`config.mk`:
```
export PLATFORM = sky130hd
export DESIGN_NAME = cordic_log_sched
export DESIGN_NICKNAME = d
export VERILOG_FILES = /design/src/rtl/cordic_log_sched.sv
export SDC_FILE = /design/constraint.sdc
export NUM_CORES = 1
export LEC_CHECK = 0
export ABC_AREA = 1
export CORE_ASPECT_RATIO = 0.7
export CORE_UTILIZATION = 30
export CTS_CLUSTER_SIZE = 20
export DETAILED_ROUTE_END_ITERATION = 10
export MAX_ROUTING_LAYER = met4
export PLACE_DENSITY = 0.57
export RECOVER_POWER = 50
export SLEW_MARGIN = 10
export SYNTH_ARGS = -nofsm -noshare
export SYNTH_HDL_FRONTEND = slang
export SYNTH_SLANG_ARGS = --single-unit
```
`constraint.sdc`:
```
create_clock -name i_clk -period 11.8 [get_ports i_clk]
set_input_delay 2.36 -clock i_clk [delete_from_list [all_inputs] [get_ports i_clk]]
set_output_delay 2.36 -clock i_clk [all_outputs]
set_load 0.05 [all_outputs]
```
`src/rtl/cordic_log_sched.sv`:
```
// Round-robin scheduler sharing one cordic_log pipeline between NREQ requesters.
// Optional per-requester grant counters: define CORDIC_LOG_SCHED_STATS_EN.
module cordic_log_sched #(
    parameter int NREQ  = 4,
    parameter int WD    = 32,
    parameter int DEPTH = 24
) (
    input  logic                 i_clk,
    input  logic                 i_arst,
    input  logic [NREQ-1:0]      i_req_valid,
    input  logic [NREQ*WD-1:0]   i_req_data,
    output logic [NREQ-1:0]      o_req_ready,
    output logic [NREQ-1:0]      o_rsp_valid,
    output logic [31:0]          o_rsp_data,
    output logic                 o_rsp_err,
    output logic                 o_busy,
    output logic                 o_sync_err,
`ifdef CORDIC_LOG_SCHED_STATS_EN
    output logic [NREQ*16-1:0]   o_stat_cnt,
`endif
    output logic                 p_adv,
    output logic [WD-1:0]        p_data,
    input  logic                 p_res_valid,
    input  logic [31:0]          p_res_data
);

    localparam int IDW = $clog2(NREQ);

    typedef enum logic [1:0] {S_IDLE, S_RUN, S_DRAIN} state_t;

    state_t                      r_state;
    logic [IDW-1:0]              r_ptr;
    logic [DEPTH-1:0]            r_vld_pipe;
    logic [DEPTH-1:0]            r_zero_pipe;
    logic [DEPTH-1:0][IDW-1:0]   r_id_pipe;

    logic                        w_gnt;
    logic [IDW-1:0]              w_gnt_id;
    logic [IDW:0]                w_idx;
    logic [NREQ-1:0]             w_ready;
    logic [WD-1:0]               w_opnd;
    logic                        w_adv;
    logic                        w_empty_after;
    logic                        w_exp_res;

    // Round-robin search starting at r_ptr; no grants while reset is asserted.
    always_comb begin
        w_gnt    = 1'b0;
        w_gnt_id = '0;
        w_idx    = '0;
        for (int i = 0; i < NREQ; i++) begin
            w_idx = {1'b0, r_ptr} + (IDW+1)'(i);
            if (w_idx >= (IDW+1)'(NREQ))
                w_idx = w_idx - (IDW+1)'(NREQ);
            if (!w_gnt && i_req_valid[w_idx[IDW-1:0]]) begin
                w_gnt    = 1'b1;
                w_gnt_id = w_idx[IDW-1:0];
            end
        end
        if (i_arst)
            w_gnt = 1'b0;
    end

    always_comb begin
        w_ready = '0;
        for (int k = 0; k < NREQ; k++)
            w_ready[k] = w_gnt && (w_gnt_id == IDW'(k));
    end

    assign w_opnd        = i_req_data[w_gnt_id*WD +: WD];
    assign w_adv         = w_gnt || (r_state != S_IDLE);
    assign w_empty_after = ~|r_vld_pipe[DEPTH-2:0];
    // Pipeline reports valid only for real non-zero operands.
    assign w_exp_res     = r_vld_pipe[DEPTH-1] && !r_zero_pipe[DEPTH-1];

    assign o_req_ready = w_ready;
    assign p_adv       = w_adv;
    assign p_data      = w_gnt ? w_opnd : '0;
    assign o_busy      = (r_state != S_IDLE);

    always_ff @(posedge i_clk or posedge i_arst) begin
        if (i_arst) begin
            r_state     <= S_IDLE;
            r_ptr       <= '0;
            r_vld_pipe  <= '0;
            r_zero_pipe <= '0;
            r_id_pipe   <= '0;
            o_rsp_valid <= '0;
            o_rsp_data  <= '0;
            o_rsp_err   <= 1'b0;
            o_sync_err  <= 1'b0;
        end else begin
            o_rsp_valid <= '0;
            o_rsp_data  <= '0;
            o_rsp_err   <= 1'b0;

            if (w_gnt)
                r_ptr <= (w_gnt_id == IDW'(NREQ-1)) ? '0 : w_gnt_id + 1'b1;

            if (w_adv) begin
                r_vld_pipe  <= {r_vld_pipe[DEPTH-2:0], w_gnt};
                r_zero_pipe <= {r_zero_pipe[DEPTH-2:0], w_gnt && (w_opnd == '0)};
                r_id_pipe   <= {r_id_pipe[DEPTH-2:0], w_gnt_id};
                if (r_vld_pipe[DEPTH-1]) begin
                    o_rsp_valid[r_id_pipe[DEPTH-1]] <= 1'b1;
                    if (r_zero_pipe[DEPTH-1]) begin
                        o_rsp_err  <= 1'b1;
                        o_rsp_data <= 32'h8000_0000;
                    end else begin
                        o_rsp_data <= p_res_data;
                    end
                end
                if (w_exp_res != p_res_valid)
                    o_sync_err <= 1'b1;
            end

            case (r_state)
                S_IDLE:  if (w_gnt) r_state <= S_RUN;
                default: begin
                    if (w_gnt)              r_state <= S_RUN;
                    else if (w_empty_after) r_state <= S_IDLE;
                    else                    r_state <= S_DRAIN;
                end
            endcase
        end
    end

`ifdef CORDIC_LOG_SCHED_STATS_EN
    logic [NREQ-1:0][15:0] r_stat;

    always_ff @(posedge i_clk or posedge i_arst) begin
        if (i_arst) begin
            r_stat <= '0;
        end else begin
            for (int k = 0; k < NREQ; k++)
                if (w_ready[k] && r_stat[k] != 16'hFFFF)
                    r_stat[k] <= r_stat[k] + 16'd1;
        end
    end

    assign o_stat_cnt = r_stat;
`endif

endmodule
```
Word-level counts from Yosys, hierarchy flattened
Cells that the tools add are included.
{"block": "word_totals", "mem_count": 0, "reg_bits": 138, "ramBits": 0, "out_inout_bits": 76, "rom_bits": 0, "latchBits": 0, "input_bits": 167, "wordCells": 114}
{"block": "classes", "n_eq_ne": 5, "n_reduce_logical": 21, "n_mul": 0, "shifts": 1, "addsub": 8, "bitwise": 0, "n_lt_le_gt_ge": 10, "muxes": 37, "n_div": 0}
{"operator": "$mux W32", "n": 4}
{"operator": "$shiftx A128 B8 Y32", "n": 1}
{"operator": "$logic_not A32 Y1", "n": 1}
{"operator": "$mux W2", "n": 13}
{"operator": "$reduce_or A23 Y1", "n": 1}
{"operator": "$lt A2 B3 Y1 const B", "n": 5}
{"operator": "$mux W1", "n": 13}
{"operator": "$logic_and A1 B1 Y1", "n": 10}
{"operator": "$ge A3 B3 Y1 const B", "n": 3}
{"operator": "$bmux W1 S2", "n": 4}
{"operator": "$mux W4", "n": 2}
{"operator": "$sub A2 B1 Y2 const B", "n": 4}
{"operator": "$add A2 B2 Y3 const B", "n": 2}
{"operator": "$eq A2 B2 Y1 const B", "n": 2}
{"operator": "$logic_not A1 Y1", "n": 4}
{"operator": "$logic_not A2 Y1", "n": 2}
{"operator": "$add A2 B1 Y3 const B", "n": 1}
{"operator": "$ge A2 B3 Y1 const B", "n": 1}
{"operator": "$add A2 B1 Y2 const B", "n": 1}
{"operator": "$demux W1 S2", "n": 1}
{"operator": "$eq A2 B1 Y1 const B", "n": 1}
{"operator": "$ge A2 B1 Y1 const B", "n": 1}
{"operator": "$ne A2 B2 Y1 const B", "n": 1}
{"operator": "$reduce_and A2 Y1", "n": 1}
{"operator": "3 further kinds", "n": 3}

Longest topological paths before layout
{"block": "depth", "ltp_word": 17, "depth_mapped": 22, "mapped_depth_nobuf": 19}

Worst setup path before layout
Ideal clock, no wire load.
{"block": "synth_path", "path_kind": "input to output", "from": "in i_arst", "to": "out p_data[10]", "path_buffers": 2, "stages": 5, "required_time_ns": 9.440, "slack_ns": 2.710, "t_arrival_ns": 6.730, "cell_sequence": "inv_1 nand2_1 clkbuf_1 clkbuf_1 nor2_1"}
{"block": "synth_between", "elab_chain_len": 2}
{"item": "from (decl)", "line_no": "9", "source": "input logic i_arst,"}
{"item": "$mux W1", "line_no": "60", "source": "if (i_arst)"}
{"item": "$mux W32", "line_no": "78", "source": "assign p_data = w_gnt ? w_opnd : '0;"}
{"item": "to (decl)", "line_no": "22", "source": "output logic [WD-1:0] p_data,"}
No other way between the ends.

Final worst setup path
{"block": "layout_path", "from": "in i_req_valid[3]", "to": "out p_adv"}
{"block": "layout_between", "elab_chain_len": 14, "word_cells_on_any_way": 20, "classes_between": "13 x mux; 7 x reduce/logical"}
{"item": "from (decl)", "line_no": "10", "source": "input logic [NREQ-1:0] i_req_valid,"}
{"item": "$bmux W1 S2", "line_no": "55", "source": "if (!w_gnt && i_req_valid[w_idx[IDW-1:0]]) begin"}
{"item": "$mux W1 (implied by the code)", "line_no": "55"}
{"item": "$mux W1", "line_no": "55"}
{"item": "$logic_not A1 Y1", "line_no": "55"}
{"item": "$logic_and A1 B1 Y1", "line_no": "55"}
{"item": "$mux W1", "line_no": "55"}
{"item": "$logic_not A1 Y1", "line_no": "55"}
{"item": "$logic_and A1 B1 Y1", "line_no": "55"}
{"item": "$mux W1", "line_no": "55"}
{"item": "$logic_not A1 Y1", "line_no": "55"}
{"item": "$logic_and A1 B1 Y1", "line_no": "55"}
{"item": "$mux W1 (*)", "line_no": "55"}
{"item": "$mux W1 (*)", "line_no": "60"}
{"item": "$logic_or A1 B1 Y1 (*)", "line_no": "71", "source": "assign w_adv = w_gnt || (r_state != S_IDLE);"}
{"item": "to (decl)", "line_no": "21", "source": "output logic p_adv,"}
Every way passes the cells marked *; elsewhere a longest branch is shown, timed or not. The select of a mux whose other input is x is not followed.

==> impl_metrics.ini <==
[power_and_ir_drop]
total_power_w = 0.003256
powerDensity_nw_per_um2 = 325.9
p_leak_nw = 5.016
ir_worst_vdd_uv = 316.4

[detailed_routing]
wirelength_mm = 20.09
via_per_inst = 4.500
vias = 6485
post_drt_wl_per_cell_um = 13.94
drc = 0
drt_first_pass_iters = 4
final_antenna_net_count = 0
drt-initial-drc-count = 350

[sta]
whs_ps = 456.6
worst_pin_slew_ps = 3903
finalSetupViolCount = 0
report.final.slew_viol_count = 139
finClkSkew_ps = 9.016
period_share_pct = 72.22
period_needed_ps = 8522
grt_setup_unrepaired = no
timing.slew.headroom_pct = -160.2
max_freq_mhz = 117.3
hold_viol = 0
tns_ps = 0

[finish]
antenna_cells = 0
fin_util_pct = 45.63
drive_gt1_share_pct = 4.487
nets = 1317
area_delta_synth_final_pct = 47.28

[critical_path]
arrival_ps = 6160
required_ps = 9440
reg2reg_from = r_ptr[0]
r2r_setup_slack_ps = 7560
cp_max_fo = 63
worst_r2r_endpoint = o_rsp_valid[3]
cp-end-kind = output pin
path_class = input pin to output pin
start_kind = input pin
reg2reg_depth = 14

[synthesis]
synth.distinct_cells = 28
netlist_area_um2 = 6785
synthesis.nets = 1100
ys_warn_count = 0
synth_seq_cells = 138
ys_seq_area_share_pct = 50.89
synth_area_per_cell_um2 = 7.304
syn-instance-count = 929

[clock_tree]
cts_max_level = 4
clk_latency_ps = 410
cts_tree = done
cts_hold_buf = 0
cts_sinks = 138
cts_root_buf = clkbuf_16
cts_buffers = 17
postCtsResizedCells = 0
clock_path_buffers = 2
clkTransAtPathRegs_ps = 60
postCtsSetupBuffers = 0

[floorplan]
fp.coreArea_um2 = 21900
die_y_um = 127.8
die-width_um = 181.8
die_area_um2 = 23230
floorplan.initialDensity_pct = 30.98
placementRows = 45
ioPinCount = 243

[global_route]
grt_use_total_pct = 18.38
first_global_vias = 6284
grt_pass1_wl_mm = 32.42
grt_remaining_overflow = 0
grt_max_degree = 82
grt_antenna_before_repair = 0

[placement]
routabilityCongestion = 0.8454
hpwl_mm = 14.40
port_buffers = 242

[worst_hold_path]
hold_class = register to register
hold_depth = 1
min_from = r_id_pipe[47]
min_to = o_rsp_valid[1]

[outcome]
violations = capacitance limit, slew limit
status = finished with violations

[flow_run]
maxCapViolations = 2
stage by stage:
| step | area, um^2 | cells | setup WS, ps |
|---|---|---|---|
| 6_report | 9993 | 1441 | 3278 |
| 5_1_grt | 9993 | 1441 | 2919 |
| 4_1_cts | 10010 | 1441 | 3635 |
| 3_5_place_dp | 9380 | 1409 | 3647 |
| 3_3_place_gp | 9380 | 1409 | 3697 |
| 2_1_floorplan | 6785 | 929 | 2710 |
power by group:
part	switching [W]	leakage, nW	internal [W]
sequential	0.0000680	1.83	0.000604
clock	0.000201	0.299	0.000360
combinational	0.00142	2.89	0.000602
critical path, stage by stage:
cell	delay (ps)
clkdlybuf4s50_1	420
inv_1	70
nand2_1	60
nand3_1	140
nand2_1	130
nor2_4	160
nand3_1	550
nand2_1	260
inv_1	190
nor2_4	110
buf_4	480
inv_2	400
clkdlybuf4s50_1	800
state kept, by name (all words and copies together) (netlist names):
signal / cells
o_rsp_data: 32
o_rsp_err: 1
o_rsp_valid: 4
o_sync_err: 1
r_id_pipe: 48
r_ptr: 2
r_state: 2
r_vld_pipe: 24
r_zero_pipe: 24
logic make-up (layout without fill, tap and decap cells):
logic type	count (synthesis)	in the layout	synth area share (%)
XOR/XNOR	1	1	0.1291
adder cells (fa/ha/maj)	4	4	0.7376
AND/OR/NAND/NOR	640	640	38.19
buffers and inverters	101	331	6.491
AO/OA/AOI/OAI	45	45	3.559
flip-flops	138	138	50.89
worst max-delay path by stage:
stage,start,endpoint,slack [ps],depth (start not counted)
after detailed placement,i_req_valid[3],p_data[25],3650,15
final,i_req_valid[3],p_adv,3280,13
after global routing,i_req_valid[1],p_adv,2920,13
after floorplan,i_arst,p_data[10],2710,5
after global placement,i_req_valid[3],p_data[25],3700,15
after CTS,i_req_valid[3],p_data[25],3630,15
final cells by class:
cell class / instances / area (um^2)
Fill cell: 2156 / 11910
Sequential cell: 138 / 3453
Multi-Input combinational cell: 690 / 2884
Timing Repair Buffer: 251 / 2482
Clock buffer: 18 / 439.2
Tap cell: 282 / 352.8
Clock inverter: 14 / 195.2
Inverter: 48 / 186.4
layer usage:
layer  global-route usage (%)  part of all wire (%)  vias to the layer above
li1                         -                     -                     3330
met1                    23.12                    46                     2899
met2                    29.37                    46                      231
met3                    4.205                   6.2                       25
met4                    5.932                   2.3                        0
met5                        -                     0                        -
synthesized netlist by cell type (all sizes together):
library cell	number	area, um^2
nand3	69	367.9
nor2	82	317.8
o21ai	34	170.2
nand2	462	1742
dfrtp	138	3453
nor4	3	18.77
a311oi	1	8.760
xor2	1	8.760
o211ai	4	30.03
a21oi	5	25.02
buf	24	146.4
o21bai	1	7.510
clkbuf	29	108.9
inv	47	181.4
nor3	4	20.02
ha	4	50.05
nand4	20	125.1
clkinv	1	3.750
cell usage in the layout, fill, tap and decap left out, types with 2 or more instances in the layout:
cell | netlist | routed
inv_6 | 1 | 3
nand3_2 | 2 | 2
dfrtp_1 | 138 | 138
clkbuf_16 | 0 | 17
inv_2 | 4 | 4
ha_1 | 4 | 4
nand4_1 | 20 | 20
buf_4 | 4 | 7
clkinv_2 | 0 | 2
o211ai_1 | 4 | 4
clkinvlp_4 | 0 | 4
nand3_1 | 66 | 67
a21oi_1 | 5 | 5
o21ai_0 | 34 | 34
bufinv_16 | 0 | 4
nor2_1 | 80 | 80
dlygate4sd3_1 | 0 | 37
nand2_2 | 3 | 3
nor4_1 | 3 | 3
inv_1 | 42 | 42
clkbuf_1 | 29 | 2
nor3_1 | 4 | 4
nand2_1 | 459 | 459
nor2_4 | 1 | 2
clkdlybuf4s50_1 | 0 | 205
clkinv_4 | 0 | 2
Power figures use the tool's default switching activity.
